File: src/rtl/led_pattern_gen_pkg.sv
// Shared mode codes and widths for the LED pattern generator.
package led_pattern_pkg;

  localparam int MODE_W = 3;

  localparam logic [MODE_W-1:0] MODE_OFF    = 3'd0;
  localparam logic [MODE_W-1:0] MODE_ON     = 3'd1;
  localparam logic [MODE_W-1:0] MODE_BLINK  = 3'd2;
  localparam logic [MODE_W-1:0] MODE_CHASE  = 3'd3;
  localparam logic [MODE_W-1:0] MODE_BOUNCE = 3'd4;
  localparam logic [MODE_W-1:0] MODE_COUNT  = 3'd5;
  localparam logic [MODE_W-1:0] MODE_DIM    = 3'd6;

endpackage

File: src/rtl/led_pattern_gen_if.sv
// Control/status bundle between the indicator control logic (master) and the
// pattern generator (slave).
interface led_pattern_gen_if #(
  parameter int N_LED    = 4,
  parameter int PWM_BITS = 4
);

  logic [led_pattern_pkg::MODE_W-1:0] mode_in;
  logic                               mode_load;
  logic                               pause;
  logic [PWM_BITS-1:0]                duty;
  logic [N_LED-1:0]                   led;
  logic                               tick;
  logic [led_pattern_pkg::MODE_W-1:0] mode_cur;

  modport master (
    output mode_in, mode_load, pause, duty,
    input  led, tick, mode_cur
  );

  modport slave (
    input  mode_in, mode_load, pause, duty,
    output led, tick, mode_cur
  );

endinterface

File: src/rtl/led_pattern_gen_prescaler.sv
// Divide counter 0..TICK_DIV-1; tick_next flags the edge that wraps it.
// clear wins over enable and suppresses a coincident wrap.
module led_prescaler #(
  parameter int TICK_DIV = 10_000_000
) (
  input  logic clck,
  input  logic reset,
  input  logic clear,
  input  logic enable,
  output logic tick_next
);

  localparam int CW = $clog2(TICK_DIV);
  localparam logic [CW-1:0] LAST = CW'(TICK_DIV - 1);

  logic [CW-1:0] r_cnt;
  logic          w_wrap;

  assign w_wrap    = enable && (r_cnt == LAST);
  assign tick_next = w_wrap && !clear;

  always_ff @(posedge clck or posedge reset) begin
    if (reset) begin
      r_cnt <= '0;
    end else if (clear) begin
      r_cnt <= '0;
    end else if (enable) begin
      r_cnt <= w_wrap ? '0 : r_cnt + CW'(1);
    end
  end

endmodule

File: src/rtl/led_pattern_gen.sv
// Multi-channel LED pattern generator: prescaled pattern tick, seven modes,
// pause and restart on mode_load.
module led_pattern_gen
  import led_pattern_pkg::*;
#(
  parameter int N_LED    = 4,
  parameter int TICK_DIV = 10_000_000,
  parameter int PWM_BITS = 4
) (
  input  logic         clck,
  input  logic         reset,
  led_pattern_gen_if.slave bus
);

  logic [MODE_W-1:0]   r_mode;
  logic [N_LED-1:0]    r_led;
  logic                r_dir_up;
  logic [PWM_BITS-1:0] r_pwm;
  logic                r_tick;

  logic                w_tick_next;
  logic                w_lit;
  logic [N_LED-1:0]    w_led_nxt;
  logic                w_dir_nxt;

  led_prescaler #(.TICK_DIV(TICK_DIV)) u_prescaler (
    .clck      (clck),
    .reset     (reset),
    .clear     (bus.mode_load),
    .enable    (!bus.pause),
    .tick_next (w_tick_next)
  );

  function automatic logic [N_LED-1:0] init_pattern(input logic [MODE_W-1:0] m);
    case (m)
      MODE_ON:                 init_pattern = {N_LED{1'b1}};
      MODE_CHASE, MODE_BOUNCE: init_pattern = N_LED'(1);
      default:                 init_pattern = '0;
    endcase
  endfunction

  assign w_lit = (r_pwm < bus.duty);

  always_comb begin
    w_led_nxt = r_led;
    w_dir_nxt = r_dir_up;
    if (bus.mode_load) begin
      w_led_nxt = init_pattern(bus.mode_in);
      w_dir_nxt = 1'b1;
    end else if (!bus.pause) begin
      if (r_mode == MODE_DIM) begin
        w_led_nxt = {N_LED{w_lit}};
      end else if (w_tick_next) begin
        case (r_mode)
          MODE_BLINK: w_led_nxt = ~r_led;
          // Shift-based rotate also degenerates to a hold when N_LED is 1.
          MODE_CHASE: w_led_nxt = (r_led << 1) | (r_led >> (N_LED - 1));
          MODE_BOUNCE: begin
            if (N_LED == 1) begin
              w_led_nxt = r_led;
            end else if (r_dir_up) begin
              if (r_led[N_LED-1]) begin
                w_led_nxt = r_led >> 1;
                w_dir_nxt = 1'b0;
              end else begin
                w_led_nxt = r_led << 1;
              end
            end else begin
              if (r_led[0]) begin
                w_led_nxt = r_led << 1;
                w_dir_nxt = 1'b1;
              end else begin
                w_led_nxt = r_led >> 1;
              end
            end
          end
          MODE_COUNT: w_led_nxt = r_led + N_LED'(1);
          default:    w_led_nxt = r_led;
        endcase
      end
    end
  end

  always_ff @(posedge clck or posedge reset) begin
    if (reset) begin
      r_mode   <= MODE_OFF;
      r_led    <= '0;
      r_dir_up <= 1'b1;
      r_pwm    <= '0;
      r_tick   <= 1'b0;
    end else begin
      r_led    <= w_led_nxt;
      r_dir_up <= w_dir_nxt;
      r_tick   <= w_tick_next;
      if (bus.mode_load) begin
        r_mode <= bus.mode_in;
        r_pwm  <= '0;
      end else if (!bus.pause) begin
        r_pwm <= r_pwm + PWM_BITS'(1);
      end
    end
  end

  assign bus.led      = r_led;
  assign bus.tick     = r_tick;
  assign bus.mode_cur = r_mode;

endmodule

File: src/flat_wrapper.sv
// flat-port wrapper written by rule: the top's interface ports become plain ports
module led_pattern_gen_flat import led_pattern_pkg::*;
#(
  parameter int N_LED    = 4,
  parameter int TICK_DIV = 10_000_000,
  parameter int PWM_BITS = 4
)
  (clck, reset, bus_mode_in, bus_mode_load, bus_pause, bus_duty, bus_led, bus_tick, bus_mode_cur);
  led_pattern_gen_if #(.N_LED(N_LED), .PWM_BITS(PWM_BITS)) bus_i ();
  input  logic clck;
  input  logic reset;
  input wire logic [$bits(bus_i.mode_in)-1:0] bus_mode_in;
  input wire logic [$bits(bus_i.mode_load)-1:0] bus_mode_load;
  input wire logic [$bits(bus_i.pause)-1:0] bus_pause;
  input wire logic [$bits(bus_i.duty)-1:0] bus_duty;
  output wire logic [$bits(bus_i.led)-1:0] bus_led;
  output wire logic [$bits(bus_i.tick)-1:0] bus_tick;
  output wire logic [$bits(bus_i.mode_cur)-1:0] bus_mode_cur;
  assign bus_i.mode_in = bus_mode_in;
  assign bus_i.mode_load = bus_mode_load;
  assign bus_i.pause = bus_pause;
  assign bus_i.duty = bus_duty;
  assign bus_led = bus_i.led;
  assign bus_tick = bus_i.tick;
  assign bus_mode_cur = bus_i.mode_cur;
  led_pattern_gen #(.N_LED(N_LED), .TICK_DIV(TICK_DIV), .PWM_BITS(PWM_BITS)) u_core (.clck(clck), .reset(reset), .bus(bus_i));
endmodule
File: config.mk
export PLATFORM = sky130hd
export DESIGN_NAME = led_pattern_gen_flat
export DESIGN_NICKNAME = d
export VERILOG_FILES = /design/src/rtl/led_pattern_gen_pkg.sv /design/src/rtl/led_pattern_gen_if.sv /design/src/rtl/led_pattern_gen_prescaler.sv /design/src/rtl/led_pattern_gen.sv /design/src/flat_wrapper.sv
export SDC_FILE = /design/constraint.sdc
export NUM_CORES = 1
export LEC_CHECK = 0
export CAP_MARGIN = 25
export CORE_ASPECT_RATIO = 1.25
export CORE_MARGIN = 4
export CORE_UTILIZATION = 65
export CTS_BUF_LIST = sky130_fd_sc_hd__clkbuf_8
export CTS_CLUSTER_DIAMETER = 40
export DETAILED_ROUTE_END_ITERATION = 10
export GPL_ROUTABILITY_DRIVEN = 0
export HOLD_SLACK_MARGIN = 0.03
export PLACE_DENSITY = 0.95
export SLEW_MARGIN = 20
export SYNTH_ARGS = -nofsm -noshare
export SYNTH_HDL_FRONTEND = slang
export SYNTH_SLANG_ARGS = --single-unit
File: constraint.sdc
create_clock -name clck -period 4.7 [get_ports clck]
set_input_delay 0.705 -clock clck [delete_from_list [all_inputs] [get_ports clck]]
set_output_delay 0.705 -clock clck [all_outputs]
set_load 0.05 [all_outputs]
==> results_dict.tcl <==
set metrics [dict create \
    outcome "finished clean" \
    antenna_left 0 \
    setup_viol 0 \
    clk_pin_slew_ps 70 \
    dp_hpwl_um 3290 \
    ir_drop_uv 263 \
    finClkSkew_ps 8.64 \
    critPathLaunchType "input pin" \
    drc 0 \
    yosysUniqueCellTypes 58 \
    core_area_um2 3280 \
    port-buffer-count 18 \
    viasPerCell 6.22 \
    via_count 1873 \
    seq_area_um2 927 \
    setup_slack_ps 1540 \
    fmax_ghz 0.316 \
    preCtsSetupSlack_ps 1240 \
    clk_latency_ps 290 \
    min_from "u_core.u_prescaler.r_cnt[13]" \
    reg2reg_to "u_core.u_prescaler.r_cnt[23]" \
    cts_made_buffers 5 \
    antenna_found_initial 0 \
    ioPinCount 19 \
    r2r-start "u_core.u_prescaler.r_cnt[0]" \
    drv_slew 0 \
    post_cts.repair.setup_buffers 0 \
    start_util_pct 69.5 \
    finalHoldViolCount 0 \
    post_cts_resized 0 \
    drt-pass1-iter-count 4 \
    worstHoldPathType "flop to flop" \
    cts-root-buf "clkbuf_8" \
    track_usage_pct 23.4 \
    gr-total-overflow 0 \
    dieHeight_um 74.2 \
    grt_pass1_vias 1800 \
    async_flop_share_pct 100 \
    min_period_ps 3160 \
    die_area_um2 4520 \
    rows 23 \
    drive_gt1_share_pct 9.09 \
    leakagePower_nw 1.07 \
    hold_depth 2 \
    cts_tree "yes" \
    yosys-top-cells-area "dfrtp_1 40%, xor2_1 6.5%, nor2_1 6.1%" \
    diodes 0 \
    wl_um 4630 \
    grt_pass1_wl_um 7890 \
    synth_seq_area_share_pct 40.7 \
    chipWidth_um 61.0 \
    reg2reg_slack_ps 2130 \
    setup.worst_path.class "input pin to flop" \
    synth-edff-count 0 \
    area.growth.synth_to_final_pct 11.5 \
    hold-path-endpoint "u_core.u_prescaler.r_cnt[13]" \
    end_kind "flop" \
    maxSlewHeadroom_pct 54.6 \
    cts.sinks 37 \
    syn_area_per_cell_um2 9.22 \
    synth_top_area_cell "dfrtp_1" \
    grt_max_degree 38 \
    crit_path_max_fanout 19 \
    multi_input_area_um2 1240 \
    wl_per_cell_um 15.4 \
    synth_cells 247 \
    cap_violations 0 \
    nFillCells 240 \
    drtIter0Drc 157 \
    cts_hold_buf 0 \
    power.density_nw_per_um2 273 \
    finalCritPeriodShare_pct 67.3 \
    synth_common_cells "37 x nor2_1, 36 x dfrtp_1, 21 x nand2_1" \
    synth_area_um2 2280 \
    ys_ff_latch 37 \
    synthFlopType "dfrtp_1" \
    ys_warn_count 0 \
    htree_levels 2 \
    tightest_slew_ps 680 \
    holdWs_ps 573 \
    crit_arrival_ps 3310 \
    reg2reg_depth 6 \
    fin_tns_setup_ps 0 \
    synth_top_area_share_pct 39.5 \
    rsz0062_at_grt "false" \
    required_ps 4850 \
    nets 281 \
    syn-num-nets 265 \
    synth.most_common_cell "nor2_1" \
    cts.path.max_buffers 2 \
]
-- per-layer routing --
| layer | track usage, % | vias up | routed length, µm |
|---|---|---|---|
| met5 | 0 | - | 0 |
| met2 | 39.4 | 62 | 2410 |
| met4 | 11.3 | 0 | 127 |
| met3 | 5.56 | 15 | 208 |
| met1 | 27.8 | 899 | 1880 |
| li1 | - | 897 | - |
-- worst max path at each step --
| stage | from | to | slack [ps] | cells past startpoint |
|---|---|---|---|---|
| after floorplan | bus_pause | u_core.u_prescaler.r_cnt[3] | 2460 | 7 |
| after global placement | bus_pause | u_core.u_prescaler.r_cnt[3] | 1380 | 6 |
| after detailed placement | bus_pause | u_core.u_prescaler.r_cnt[20] | 1240 | 6 |
| after CTS | bus_pause | u_core.u_prescaler.r_cnt[8] | 1550 | 6 |
| after global routing | bus_pause | u_core.u_prescaler.r_cnt[23] | 1380 | 6 |
| final | bus_pause | u_core.u_prescaler.r_cnt[23] | 1540 | 6 |
-- cell families after synthesis --
logic type	Yosys count	share of synthesized area, %
xor+xnor	26	9.99
simple gates	113	26.0
compound gates	38	11.9
flops	37	40.7
mux	6	2.86
buf+inv	20	4.72
fa+ha+maj	7	3.84
-- state kept, by name, summed over array words and instances (netlist names) --
register,cells
u_core.u_prescaler.r_cnt,24
u_core.bus.led,4
u_core.r_pwm,4
u_core.bus.mode_cur,3
u_core.bus.tick,1
u_core.r_dir_up,1
-- cell usage in the layout, fill, tap and decap left out, drive strengths merged, types with 3 or more instances in the layout --
master	n
a211oi	3
a21oi	7
a31oi	4
and4	3
buf	3
clkbuf	6
clkdlybuf4s50	18
dfrtp	36
ha	7
inv	10
mux2	4
nand2	21
nand3	9
nand4	5
nor2	37
nor2b	6
nor3	8
nor4	4
o21ai	6
o21bai	3
o22a	3
or2	3
xnor2	9
xor2	17
-- layout make-up --
| class | instances | area share [%] |
|---|---|---|
| sequential | 37 | 36.5 |
| multi-input combinational | 190 | 49.0 |
| clock buffer | 6 | 3.25 |
| inverter | 8 | 1.18 |
| timing repair buffer | 21 | 7.98 |
| tap | 37 | 1.82 |
| clock inverter | 2 | 0.296 |
-- where the power goes --
part,switching (mW),internal (mW),leakage [nW]
sequential,0.0235,0.327,0.498
clock,0.108,0.115,0.0538
combinational,0.0668,0.0516,0.521
total,0.198,0.494,1.07
-- worst max-delay path, cell delays in order --
cell and delay, ps:
clkdlybuf4s50_1 630, nand3b_1 330, or4_1 590, nor3_2 360
or2_1 560, nor2_1 120
-- per-stage QoR --
step                std cells  utilization, %  power, mW  instance area, µm²
floorplan                 247               -      0.442                2280
global placement          293            74.7      0.472                2450
detailed placement        293            74.7      0.475                2450
CTS                       301            77.4      0.696                2540
global route              301            77.4      0.724                2540
finish                    301            77.4      0.692                2540
Power figures use the tool's default switching activity.
